**src/rtl/issue_scoreboard_pkg.sv**
```systemverilog
// Shared types for the issue scoreboard.
//   lc3b_reg      : 3-bit architectural register index (R0-R7)
//   lc3b_control  : subset of the decode control word consumed here
//   sb_state_t    : branch-shadow FSM states
//   R7            : link register index (JSR/TRAP destination)
//   eff_dest()    : destination after the R7 override
package issue_scoreboard_pkg;

  typedef logic [2:0] lc3b_reg;

  typedef struct packed {
    logic uses_sr1;
    logic uses_sr2;
    logic load_regfile;
    logic dest_mux_sel;
    logic branch;
  } lc3b_control;

  typedef enum logic [0:0] {
    SB_IDLE    = 1'b0,
    SB_BR_WAIT = 1'b1
  } sb_state_t;

  localparam lc3b_reg R7 = 3'd7;

  // JSR/TRAP select the link register regardless of the encoded dest field.
  function automatic lc3b_reg eff_dest(input lc3b_control ctrl, input lc3b_reg dest);
    return ctrl.dest_mux_sel ? R7 : dest;
  endfunction

endpackage

```
**src/rtl/issue_scoreboard_reg_counter.sv**
```systemverilog
// sb_reg_counter: pending-write counter for one architectural register.
// Ports:
//   clk, rst   : clock, synchronous active-high reset
//   inc, dec   : issue of a writer / retirement of a writer
//   is_zero    : no writes pending
//   is_max     : counter saturated (further writers must wait)
//   underflow  : retirement seen while nothing was pending (comb)
module sb_reg_counter #(
  parameter int CNT_W = 2
) (
  input  logic clk,
  input  logic rst,
  input  logic inc,
  input  logic dec,
  output logic is_zero,
  output logic is_max,
  output logic underflow
);

  logic [CNT_W-1:0] cnt_q;

  assign is_zero   = (cnt_q == '0);
  assign is_max    = &cnt_q;
  assign underflow = dec & is_zero;

  // Simultaneous inc and dec cancel. A lone dec at zero holds at zero;
  // a lone inc at max holds at max.
  always_ff @(posedge clk) begin
    if (rst) begin
      cnt_q <= '0;
    end else if (inc && !dec && !is_max) begin
      cnt_q <= cnt_q + CNT_W'(1);
    end else if (dec && !inc && !is_zero) begin
      cnt_q <= cnt_q - CNT_W'(1);
    end
  end

endmodule

```
**src/rtl/issue_scoreboard.sv**
```systemverilog
// issue_scoreboard: decides whether the decode-stage instruction may issue.
// Tracks in-flight register writes per register and holds fetch while an
// issued branch is unresolved.
// Ports:
//   clk, rst            : clock, synchronous active-high reset
//   id_valid, id_ctrl   : decode instruction present and its control word
//   id_sr1/id_sr2/id_dest : decode register indices
//   wb_valid, wb_load_regfile, wb_dest : writeback retirement report
//   br_resolve          : one-cycle pulse, outstanding branch resolved
//   issue, stall_id     : combinational issue decision
//   fetch_hold          : branch shadow active (state decode)
//   sb_err              : sticky retirement-with-nothing-pending flag
//   state               : FSM state, exported for observation
//   stall_cycles        : saturating stall counter (SCOREBOARD_STATS_EN only)
// Optional feature macro: SCOREBOARD_STATS_EN
module issue_scoreboard
  import issue_scoreboard_pkg::*;
#(
  parameter int CNT_W  = 2
`ifdef SCOREBOARD_STATS_EN
  ,
  parameter int STAT_W = 16
`endif
) (
  input  logic        clk,
  input  logic        rst,
  input  logic        id_valid,
  input  lc3b_control id_ctrl,
  input  lc3b_reg     id_sr1,
  input  lc3b_reg     id_sr2,
  input  lc3b_reg     id_dest,
  input  logic        wb_valid,
  input  logic        wb_load_regfile,
  input  lc3b_reg     wb_dest,
  input  logic        br_resolve,
  output logic        issue,
  output logic        stall_id,
  output logic        fetch_hold,
  output logic        sb_err,
  output sb_state_t   state
`ifdef SCOREBOARD_STATS_EN
  ,
  output logic [STAT_W-1:0] stall_cycles
`endif
);

  logic [7:0] inc_vec;
  logic [7:0] dec_vec;
  logic [7:0] zero_vec;
  logic [7:0] max_vec;
  logic [7:0] uf_vec;
  lc3b_reg    dest_eff;
  logic       hazard;
  sb_state_t  state_q;

  genvar g;
  generate
    for (g = 0; g < 8; g++) begin : g_cnt
      sb_reg_counter #(.CNT_W(CNT_W)) u_cnt (
        .clk       (clk),
        .rst       (rst),
        .inc       (inc_vec[g]),
        .dec       (dec_vec[g]),
        .is_zero   (zero_vec[g]),
        .is_max    (max_vec[g]),
        .underflow (uf_vec[g])
      );
    end
  endgenerate

  assign dest_eff = eff_dest(id_ctrl, id_dest);

  // Sources must have nothing pending (no writeback bypass); a writer only
  // needs room in its destination counter.
  assign hazard = (id_ctrl.uses_sr1     & ~zero_vec[id_sr1])
                | (id_ctrl.uses_sr2     & ~zero_vec[id_sr2])
                | (id_ctrl.load_regfile &  max_vec[dest_eff]);

  // Handshake: id_valid is the decode-side valid; issue is the accept.
  // The instruction transfers exactly in a cycle with id_valid & issue;
  // while stall_id is high decode must hold its instruction unchanged.
  assign stall_id   = id_valid & (hazard | (state_q == SB_BR_WAIT));
  assign issue      = id_valid & ~stall_id;
  assign fetch_hold = (state_q == SB_BR_WAIT);
  assign state      = state_q;

  always_comb begin
    inc_vec = '0;
    dec_vec = '0;
    for (int i = 0; i < 8; i++) begin
      inc_vec[i] = issue & id_ctrl.load_regfile & (dest_eff == lc3b_reg'(i));
      dec_vec[i] = wb_valid & wb_load_regfile & (wb_dest == lc3b_reg'(i));
    end
  end

  always_ff @(posedge clk) begin
    if (rst) begin
      state_q <= SB_IDLE;
    end else begin
      case (state_q)
        SB_IDLE:    if (issue && id_ctrl.branch) state_q <= SB_BR_WAIT;
        SB_BR_WAIT: if (br_resolve)              state_q <= SB_IDLE;
        default:                                 state_q <= SB_IDLE;
      endcase
    end
  end

  always_ff @(posedge clk) begin
    if (rst) begin
      sb_err <= 1'b0;
    end else if (|uf_vec) begin
      sb_err <= 1'b1;
    end
  end

`ifdef SCOREBOARD_STATS_EN
  logic [STAT_W-1:0] stall_cnt_q;

  always_ff @(posedge clk) begin
    if (rst) begin
      stall_cnt_q <= '0;
    end else if (stall_id && !(&stall_cnt_q)) begin
      stall_cnt_q <= stall_cnt_q + STAT_W'(1);
    end
  end

  assign stall_cycles = stall_cnt_q;
`endif

endmodule

```
**config.mk**
```make
export PLATFORM = sky130hd
export DESIGN_NAME = issue_scoreboard
export DESIGN_NICKNAME = d
export VERILOG_FILES = /design/src/rtl/issue_scoreboard_pkg.sv /design/src/rtl/issue_scoreboard_reg_counter.sv /design/src/rtl/issue_scoreboard.sv
export SDC_FILE = /design/constraint.sdc
export NUM_CORES = 1
export LEC_CHECK = 0
export CORE_MARGIN = 5
export CORE_UTILIZATION = 57
export CTS_CLUSTER_SIZE = 20
export DETAILED_ROUTE_END_ITERATION = 7
export PLACE_DENSITY = 0.91
export SYNTH_ARGS = -nofsm -noshare
export SYNTH_HDL_FRONTEND = slang
export SYNTH_SLANG_ARGS = --single-unit
```
**constraint.sdc**
```tcl
create_clock -name clk -period 5.1 [get_ports clk]
set_input_delay 1.53 -clock clk [delete_from_list [all_inputs] [get_ports clk]]
set_output_delay 1.53 -clock clk [all_outputs]
set_load 0.01 [all_outputs]
```
### Yosys cells after proc, flatten, opt, wreduce, memory -nomap -nowiden

Index checks and enable logic that the tools add are counted.

* $add $sub $neg: 16
* $lt $le $gt $ge: 3
* eq/ne operators: 14
* muxes and demuxes: 26
* bitwise operators: 38
* reductions and logical operators: 92

Operators with widths (number)
* 1-bit logical AND: 33
* 1-bit zero test: 32
* 2-bit two-way mux: 16
* 1-bit AND: 31
* 3-bit == test, second input constant: 8
* 2-bit by 1-bit adder with 2-bit output, second input constant: 8
* 2-bit zero test: 8
* 2-bit AND reduction: 8
* 2-bit nonzero test: 8
* 2-bit by 1-bit subtractor with 2-bit output, second input constant: 8
* 3-bit by 2-bit == test with 1-bit output, second input constant: 4
* 3-bit by 4-bit less-than comparator with 1-bit output, second input constant: 3
* 1-bit binary-select mux with 3-bit select: 3
* 8-bit OR reduction: 1
* 3-bit by 1-bit == test with 1-bit output, second input constant: 2
* 3-bit zero test: 2
* 1-bit two-way mux: 5
* 1-bit NOT: 4
* 3-bit two-way mux: 1
* 1-bit OR: 3
* 1-bit case mux with 2 select lines: 1

* register bits after elaboration: 18
* input port bits: 23
* logic and storage cells: 199

### Longest topological paths before layout

Gate-level depths: netlist (run 1).

* depth in word-level cells: 18
* mapped depth: 8
* gate-level depth less buffers: 7

### Modules after synthesis

A second synthesis (run 1) with hierarchy kept.

* cell total of the unflattened synthesis: 190
* area total of the unflattened synthesis: 1539.0 um2

By module, submodules not included
* sb_reg_counter: instances 8, cells an instance 15, area an instance 127.6 um2, sequential area each 40.0 um2
* issue_scoreboard: instances 1, cells an instance 70, area an instance 518.0 um2, sequential area each 40.0 um2

### Least setup slack after synthesis (run 1)

Ideal clock, no wire load.

* kind: input -> output
* start point: in id_dest[1]
* end point: out issue
* data arrival time: 2844 ps
* required time: 3570 ps
* setup slack: 726 ps
* cell stages on the path: 7
* cells stage by stage: buf_4 -> nor3b_2 -> a22oi_1 -> a41oi_2 -> o2111ai_4 -> nor2_1 -> and2_1

* cells in the longest elaborated chain, start to end: 9

RTL lines
* from (decl): line issue_scoreboard.sv:31 `input lc3b_reg id_dest,`
* 3-bit two-way mux: line issue_scoreboard_pkg.sv:28 `return ctrl.dest_mux_sel ? R7 : dest;`
* 1-bit binary-select mux with 3-bit select: line issue_scoreboard.sv:77 `| (id_ctrl.load_regfile & max_vec[dest_eff]);`
* 1-bit two-way mux (implied by the code): line issue_scoreboard.sv:77
* 1-bit AND: line issue_scoreboard.sv:77
* 1-bit OR: line issue_scoreboard.sv:77
* 1-bit OR: line issue_scoreboard.sv:82 `assign stall_id = id_valid & (hazard | (state_q == SB_BR_WAIT));`
* 1-bit AND: line issue_scoreboard.sv:82
* 1-bit NOT: line issue_scoreboard.sv:83 `assign issue = id_valid & ~stall_id;`
* 1-bit AND: line issue_scoreboard.sv:83
* to (decl): line issue_scoreboard.sv:36 `output logic issue,`

Every way passes these cells. The select of a mux whose other input is x is not followed.

### Worst setup path in the final report (run 1)

* start point: in id_sr2[1]
* end point: out issue

* cells in the longest elaborated chain, start to end: 10

RTL lines
* from (decl): line issue_scoreboard.sv:30 `input lc3b_reg id_sr2,`
* 1-bit binary-select mux with 3-bit select: line issue_scoreboard.sv:76 `| (id_ctrl.uses_sr2 & ~zero_vec[id_sr2])`
* 1-bit two-way mux (implied by the code): line issue_scoreboard.sv:76
* 1-bit NOT: line issue_scoreboard.sv:76
* 1-bit AND: line issue_scoreboard.sv:76
* 1-bit OR: line issue_scoreboard.sv:76
* 1-bit OR: line issue_scoreboard.sv:77
* 1-bit OR: line issue_scoreboard.sv:82
* 1-bit AND: line issue_scoreboard.sv:82
* 1-bit NOT: line issue_scoreboard.sv:83
* 1-bit AND: line issue_scoreboard.sv:83

Every way passes these cells. The select of a mux whose other input is x is not followed.

==> results of run 1 <==
layer usage:
| metal | vias up | GRT usage, % | part of all wire (%) |
|---|---|---|---|
| met5 | - | 0 | 0 |
| met1 | 892 | 29.0 | 41 |
| met4 | 0 | 8.83 | 3.1 |
| met3 | 21 | 5.51 | 8.2 |
| li1 | 922 | - | - |
| met2 | 99 | 40.1 | 48 |
power groups by stage:
stage | clock [W] | combinational [W] | sequential [W]
3_5_place_dp | 0 | 0.0000972 | 0.000149
3_3_place_gp | 0 | 0.0000943 | 0.000149
2_1_floorplan | 0 | 0.0000518 | 0.000148
6_report | 0.0000915 | 0.0000988 | 0.000146
5_1_grt | 0.0000978 | 0.000106 | 0.000146
4_1_cts | 0.0000928 | 0.0000974 | 0.000146
per-stage QoR:
| stage | instance area [µm²] | hold slack (ps) | setup TNS [ps] |
|---|---|---|---|
| 2_1_floorplan | 1640 | 485 | 0 |
| 3_3_place_gp | 2000 | 505 | -207 |
| 3_5_place_dp | 2000 | 522 | -356 |
| 4_1_cts | 2060 | 537 | 0 |
| 5_1_grt | 2060 | 583 | -6.23 |
| 6_report | 2060 | 534 | 0 |
repair_timing:
action                     CTS  global route
setup buffers                1             0
setup endpoints to repair    2             2
pin swaps                    3             4
resized for setup           12             1
hold buffers                 0             0
layout make-up:
cell class	instances	area, µm²
Multi-Input combinational cell	188	1220
Timing Repair Buffer	44	392
Sequential cell	18	360
Tap cell	31	38.8
Clock buffer	4	36.3
Fill cell	211	697
Inverter	4	15.0
logic make-up (layout without fill, tap and decap cells):
family,after synthesis,in the layout,share of synthesized area (%)
AOI/OAI and AO/OA,57,57,25.3
xor gates and xnor gates,2,2,1.07
buffers and inverters,19,52,5.56
DFF,18,18,21.9
and+or+nand+nor,128,128,45.5
muxes,1,1,0.685
final timing paths:
| kind | start | to | slack (ps) | cells after the start |
|---|---|---|---|---|
| worst max-delay path | id_sr2[1] | issue | 70 | 8 |
| worst min register to register | g_cnt[3].u_cnt.cnt_q[1]$_SDFFE_PP0P_ | g_cnt[3].u_cnt.cnt_q[1]$_SDFFE_PP0P_ | 530 | 2 |
| worst min-delay path | g_cnt[3].u_cnt.cnt_q[1]$_SDFFE_PP0P_ | g_cnt[3].u_cnt.cnt_q[1]$_SDFFE_PP0P_ | 530 | 2 |
| worst max register to register | g_cnt[4].u_cnt.cnt_q[0]$_SDFFE_PP0P_ | g_cnt[7].u_cnt.cnt_q[0]$_SDFFE_PP0P_ | 2580 | 8 |
tightest hold or removal path: stages (launching register included):
cell	delay [ps]
dfxtp_1	350
o21ai_0	80
a21oi_1	60
placed cells by master (no fill, tap or decap), types with 3 or more instances in the layout:
cell,instances
clkdlybuf4s50_1,19
o21ai_0,15
nor4b_2,3
dfxtp_1,18
nand3b_1,3
o2111ai_1,7
nor3_1,19
clkbuf_4,3
a32o_1,3
nor3b_1,4
inv_1,4
nand3_1,9
dlygate4sd2_1,7
a31oi_1,4
buf_4,17
nor2b_1,5
nand2_1,30
a21oi_1,11
nor4b_1,3
and2_1,8
nor2_1,18
and3_1,4
flip-flops by register name, indices dropped and copies added (netlist names):
signal / count
fetch_hold: 1
sb_err: 1
g_cnt.u_cnt.cnt_q: 16
==> impl_results.md, run 1 <==
- Tmin final: 5030 ps
- Worst-case vdd ir drop: 152 µV
- TritonCTS Sinks: 18
- Crit. End Element: primary output
- Seq/Total Area, Yosys: 21.9%
- CTS max path bufs: 2
- Final WL: 4.75 mm
- Overall power: 0.000336 W
- Crit path buffers/inverters: 2
- GPL Wtd Cong: 0.918
- Final worst setup slack: 71.3 ps
- Vias in the first global route: 1,799
- Final Setup Violations: 0
- Sw Ratio: 30.3%
- Critical Path Start Type: input pin
- Die Y: 63.7 µm
- Final period util: 98.6%
- Initial antenna violation count: 0
- Max Fanout on Critical Path: 5
- H-tree levels: 1
- Share of the synthesized area in the top cell type: 21.9%
- First-pass GRT wire length: 8.03 mm
- EDFF count, synth: 0
- Post-synth top area cell: dfxtp_1
- Placed Cells: 284
- Width of the die: 63.7 µm
- Gr ovfl total: 0
- Clock share of power: 27.2%
- Final Skew: 2.79 ps
- 1st-iter DRT viols: 132
- Share of layout cells above drive strength 1: 15.1%
- CP cell instances: dlygate4sd2_1 -> nor4_2 -> nor3_1 -> a22oi_1 -> o2111ai_4 -> nor2_2 -> and2_1 -> clkdlybuf4s50_1
- Port bufs: 27
- Final Max Tran Viols: 0
- Pleak: 0.751 nW
- Slew Limit Headroom: 61.8%
- Skew-Pair Late Insertion Delay: 310 ps
- Count leader, synth: nand2_1
- Status: finished clean
- Hold WC Path Type: reg -> reg
- Power Density: 163 mW/mm²
- Core Util, Final: 74.7%
- Largest stage delay on the critical path: 530 ps
- Via count: 1,934
- Starting Density: 59.6%
- Critical path's top delay family: buffers and inverters
- Worst EP required: 3570 ps
- Critical path class: in -> out
- Max Fclk: 199 MHz
- Syn. warnings: 0
- DRC Markers: 0
- Switching power: 0.000102 W
- Post-DP HPWL: 3.67 mm
- Root Driver: clkbuf_4
- CTS Buf Count: 3
- Routed vias/inst: 6.69
- Io pins: 28
- Die footprint: 0.00406 mm²
- Final hold vios: 0
- Post-synthesis register bit count: 18
- Core area: 0.00276 mm²
- Top_reg_cell synth: dfxtp_1
- Worst-path clk slew: 100 ps
- WL/cell: 16.4 µm
- Cell variety after synth: 53
- Sequential share of power: 43.4%
- Synthesized area: 0.00164 mm²
- Ant. Diodes: 0
- Comb power frac: 29.4%
- MaxCap Viol Count: 0
- Crit path max-delay cell type: clkdlybuf4s50_1
- Fin cells: 289
- Largest net degree at the start of global routing: 26
- Place WS: -203 ps
- Post-route ant nets: 0
- WP data arrival: 3500 ps
- Post-synth top cells: nand2_1, nor2_1, nor3_1
- DRT Pass-1 Iters: 4
- CTS tree: done
- Final net count: 282
- Worst slew pin tran: 569 ps
- Post-Syn Nets: 248
- Internal power: 0.000234 W
- Cells after synthesis: 225
- Row count: 19
- Area Growth Syn to Fin: 25.4%
- Total track usage: 23.8%
- Syn avg cell area: 7.30 µm²
- Top cells by area, synth: dfxtp_1, nand2_1, nor3_1
- Post-synth ARST share: 0%
No activity file was read; power rests on OpenSTA's default activity.
==> run 2, diff against run 1 <==
Settings changed: CORE_ASPECT_RATIO set to 1.1, CORE_UTILIZATION 57 to 48, PLACE_DENSITY 0.91 to 0.82.
Clock period 5.1 ns to 4.2 ns, I/O delays scaled along.
==> run 2 against run 1 <==
  * Clock power up 28%
  * Core utilization shrank 11 points
  * Total power is 24% higher
  * Non-clock buffer count stayed put
  * Global-route usage shrank 3.1 points
  * Critical path depth is the same
  * First-iteration DRC count grew 14%
  * Wire length increased by 0.36%
  * Critical path type unchanged
  * Critical endpoint unchanged
  * Highest routed layer unchanged
==> impl_results.md, run 2 (synthesis gave the netlist of run 1 again) <==
- Final Setup Violations: 0 (unchanged)
- Die footprint: 0.00469 mm² (+16%)
- Total track usage: 20.6% (-3.1 points)
- TritonCTS Sinks: 18 (unchanged)
- Via count: 1,878 (-2.9%)
- Power Density: 197 mW/mm² (+21%)
- Status: finished clean
- Routed vias/inst: 6.14 (-8.3%)
- Row count: 22 (+3)
- Area Growth Syn to Fin: 28.7%
- Final WL: 4.77 mm (+0.36%)
- 1st-iter DRT viols: 151 (+14%)
- Hold depth: 2 (unchanged)
- Initial antenna violation count: 0 (unchanged)
- Die Y: 71.4 µm (+12%)
- Pleak: 0.749 nW (-0.31%)
- DRT Pass-1 Iters: 4 (unchanged)
- H-tree levels: 1 (unchanged)
- Max Fclk: 245 MHz
- R2R depth: 8 (unchanged)
- Hold Worst Slack: 560 ps (+26.2 ps)
- Vias in the first global route: 1,674 (-6.9%)
- Final period util: 97.1%
- WL/cell: 15.6 µm (-5.2%)
- Tmin final: 4080 ps
- Ant. Diodes: 0 (unchanged)
- Final Skew: 5.04 ps (+2.24 ps)
- Share of layout cells above drive strength 1: 18.6% (+3.5 points)
- Core area: 0.00333 mm² (+21%)
- First-pass GRT wire length: 7.71 mm (-4.0%)
- Root Driver: clkbuf_4
- Critical path class: in -> out
- Width of the die: 65.8 µm (+3.3%)
- Number of setup buffers added after CTS: 0 (-1)
- Starting Density: 49.3% (-10 points)
- Place WS: -474 ps (-271 ps)
- Worst-case vdd ir drop: 94.7 µV (-38%)
- Final hold vios: 0 (unchanged)
- CTS tree: done
- Largest net degree at the start of global routing: 17 (-35%)
- Final Max Tran Viols: 0 (unchanged)
- CTS Buf Count: 3 (unchanged)
- Hold WC Path Type: reg -> reg
- Largest Register: g_cnt.u_cnt.cnt_q
- Worst slew pin tran: 636 ps (+67.5 ps)
- RSZ-0062 raised after global routing: no
- Critical Path Start Type: input pin
- Skew-Pair Late Insertion Delay: 310 ps (about the same)
- Gr ovfl total: 0 (unchanged)
- Post-DP HPWL: 3.63 mm (-0.92%)
- Final net count: 282 (unchanged)
- Final worst setup slack: 121 ps (+50.0 ps)
- DRC Markers: 0 (unchanged)
- CTS max path bufs: 2 (unchanged)
- MaxCap Viol Count: 0 (unchanged)
- WP data arrival: 2820 ps (-680 ps)
- Slew Limit Headroom: 57.3% (-4.5 points)
- Io pins: 28 (unchanged)
- Crit. End Element: primary output
- Post-route ant nets: 0 (unchanged)
- Largest register FFs: 16 (unchanged)
- Max Fanout on Critical Path: 3 (-2)
- Port bufs: 27 (unchanged)
- Most common cell after layout, fill and taps aside: nand2_1
- Worst-path clk slew: 120 ps (+20 ps)
- Commonest non-fill, non-tap cells in the layout: nand2_1, nor3_1, nor2_1, dfxtp_1, clkdlybuf4s50_1
- GPL Wtd Cong: 0.937 (+2.0%)
- Worst EP required: 2940 ps (-630 ps)
==> run 2: cell count changes in the layout (fill, tap and decap cells not counted), sizes merged <==
cell / before / now
clkbuf: 4 / 7
dlymetal6s2s: 1 / 0
clkdlybuf4s15: 0 / 2
dlygate4sd2: 7 / 4
clkdlybuf4s50: 19 / 18
==> run 2: final timing paths <==
kind | startpoint | to | slack [ps]
worst max-delay path | id_dest[2] | issue | 120
worst min-delay path | g_cnt[3].u_cnt.cnt_q[1]$_SDFFE_PP0P_ | g_cnt[3].u_cnt.cnt_q[1]$_SDFFE_PP0P_ | 560
worst max register to register | g_cnt[4].u_cnt.cnt_q[0]$_SDFFE_PP0P_ | g_cnt[7].u_cnt.cnt_q[0]$_SDFFE_PP0P_ | 1750
worst min register to register | g_cnt[3].u_cnt.cnt_q[1]$_SDFFE_PP0P_ | g_cnt[3].u_cnt.cnt_q[1]$_SDFFE_PP0P_ | 560
==> run 2: what timing repair did <==
item                                    CTS  global route
hold endpoints to repair                  0             0
resized for setup                        24             8
endpoints found under the setup margin    2             2
hold buffers                              0             0
pin swaps                                 6             2
cloned                                    0             0
==> run 2: layout make-up <==
class | count | area, µm²
flip-flops and latches | 18 | 360
repair buffers | 44 | 383
well taps | 48 | 60.1
inverters | 4 | 15.0
multi-input cells | 188 | 1260
fillers | 303 | 1220
clock buffers | 4 | 36.3
==> run 2: critical path, stage by stage <==
cell and delay [ps]:
clkdlybuf4s50_1 480, nor2_1 50, and2_1 170, a41oi_2 220, o2111ai_4 140, nor2_2 160
and2_1 130, clkdlybuf4s15_2 210
==> run 2: where the power goes <==
| part | switching (W) | total (W) | internal (W) | leakage (nW) |
|---|---|---|---|---|
| sequential | 0.00000472 | 0.000178 | 0.000173 | 0.145 |
| clock | 0.0000644 | 0.000117 | 0.0000530 | 0.0210 |
| combinational | 0.0000614 | 0.000121 | 0.0000597 | 0.583 |
| total | 0.000130 | 0.000416 | 0.000286 | 0.749 |
==> run 2: stage by stage <==
step / util, % / cell area (µm²) / std cells / power (W) / setup TNS [ps]
2_1_floorplan: - / 1640 / 225 / 0.000242 / 0
3_3_place_gp: 60.8 / 2020 / 302 / 0.000297 / -843
3_5_place_dp: 60.8 / 2020 / 302 / 0.000298 / -945
4_1_cts: 63.6 / 2120 / 306 / 0.000416 / 0
5_1_grt: 63.5 / 2110 / 306 / 0.000434 / 0
6_report: 63.5 / 2110 / 306 / 0.000416 / 0
==> run 2: routing by layer <==
metal	wire length, µm	global-route usage [%]	part of all wire, %
met1	2070	26.8	43
met2	2310	34.2	48
met3	258	3.13	5.4
met4	134	7.60	2.8
met5	0	0	0
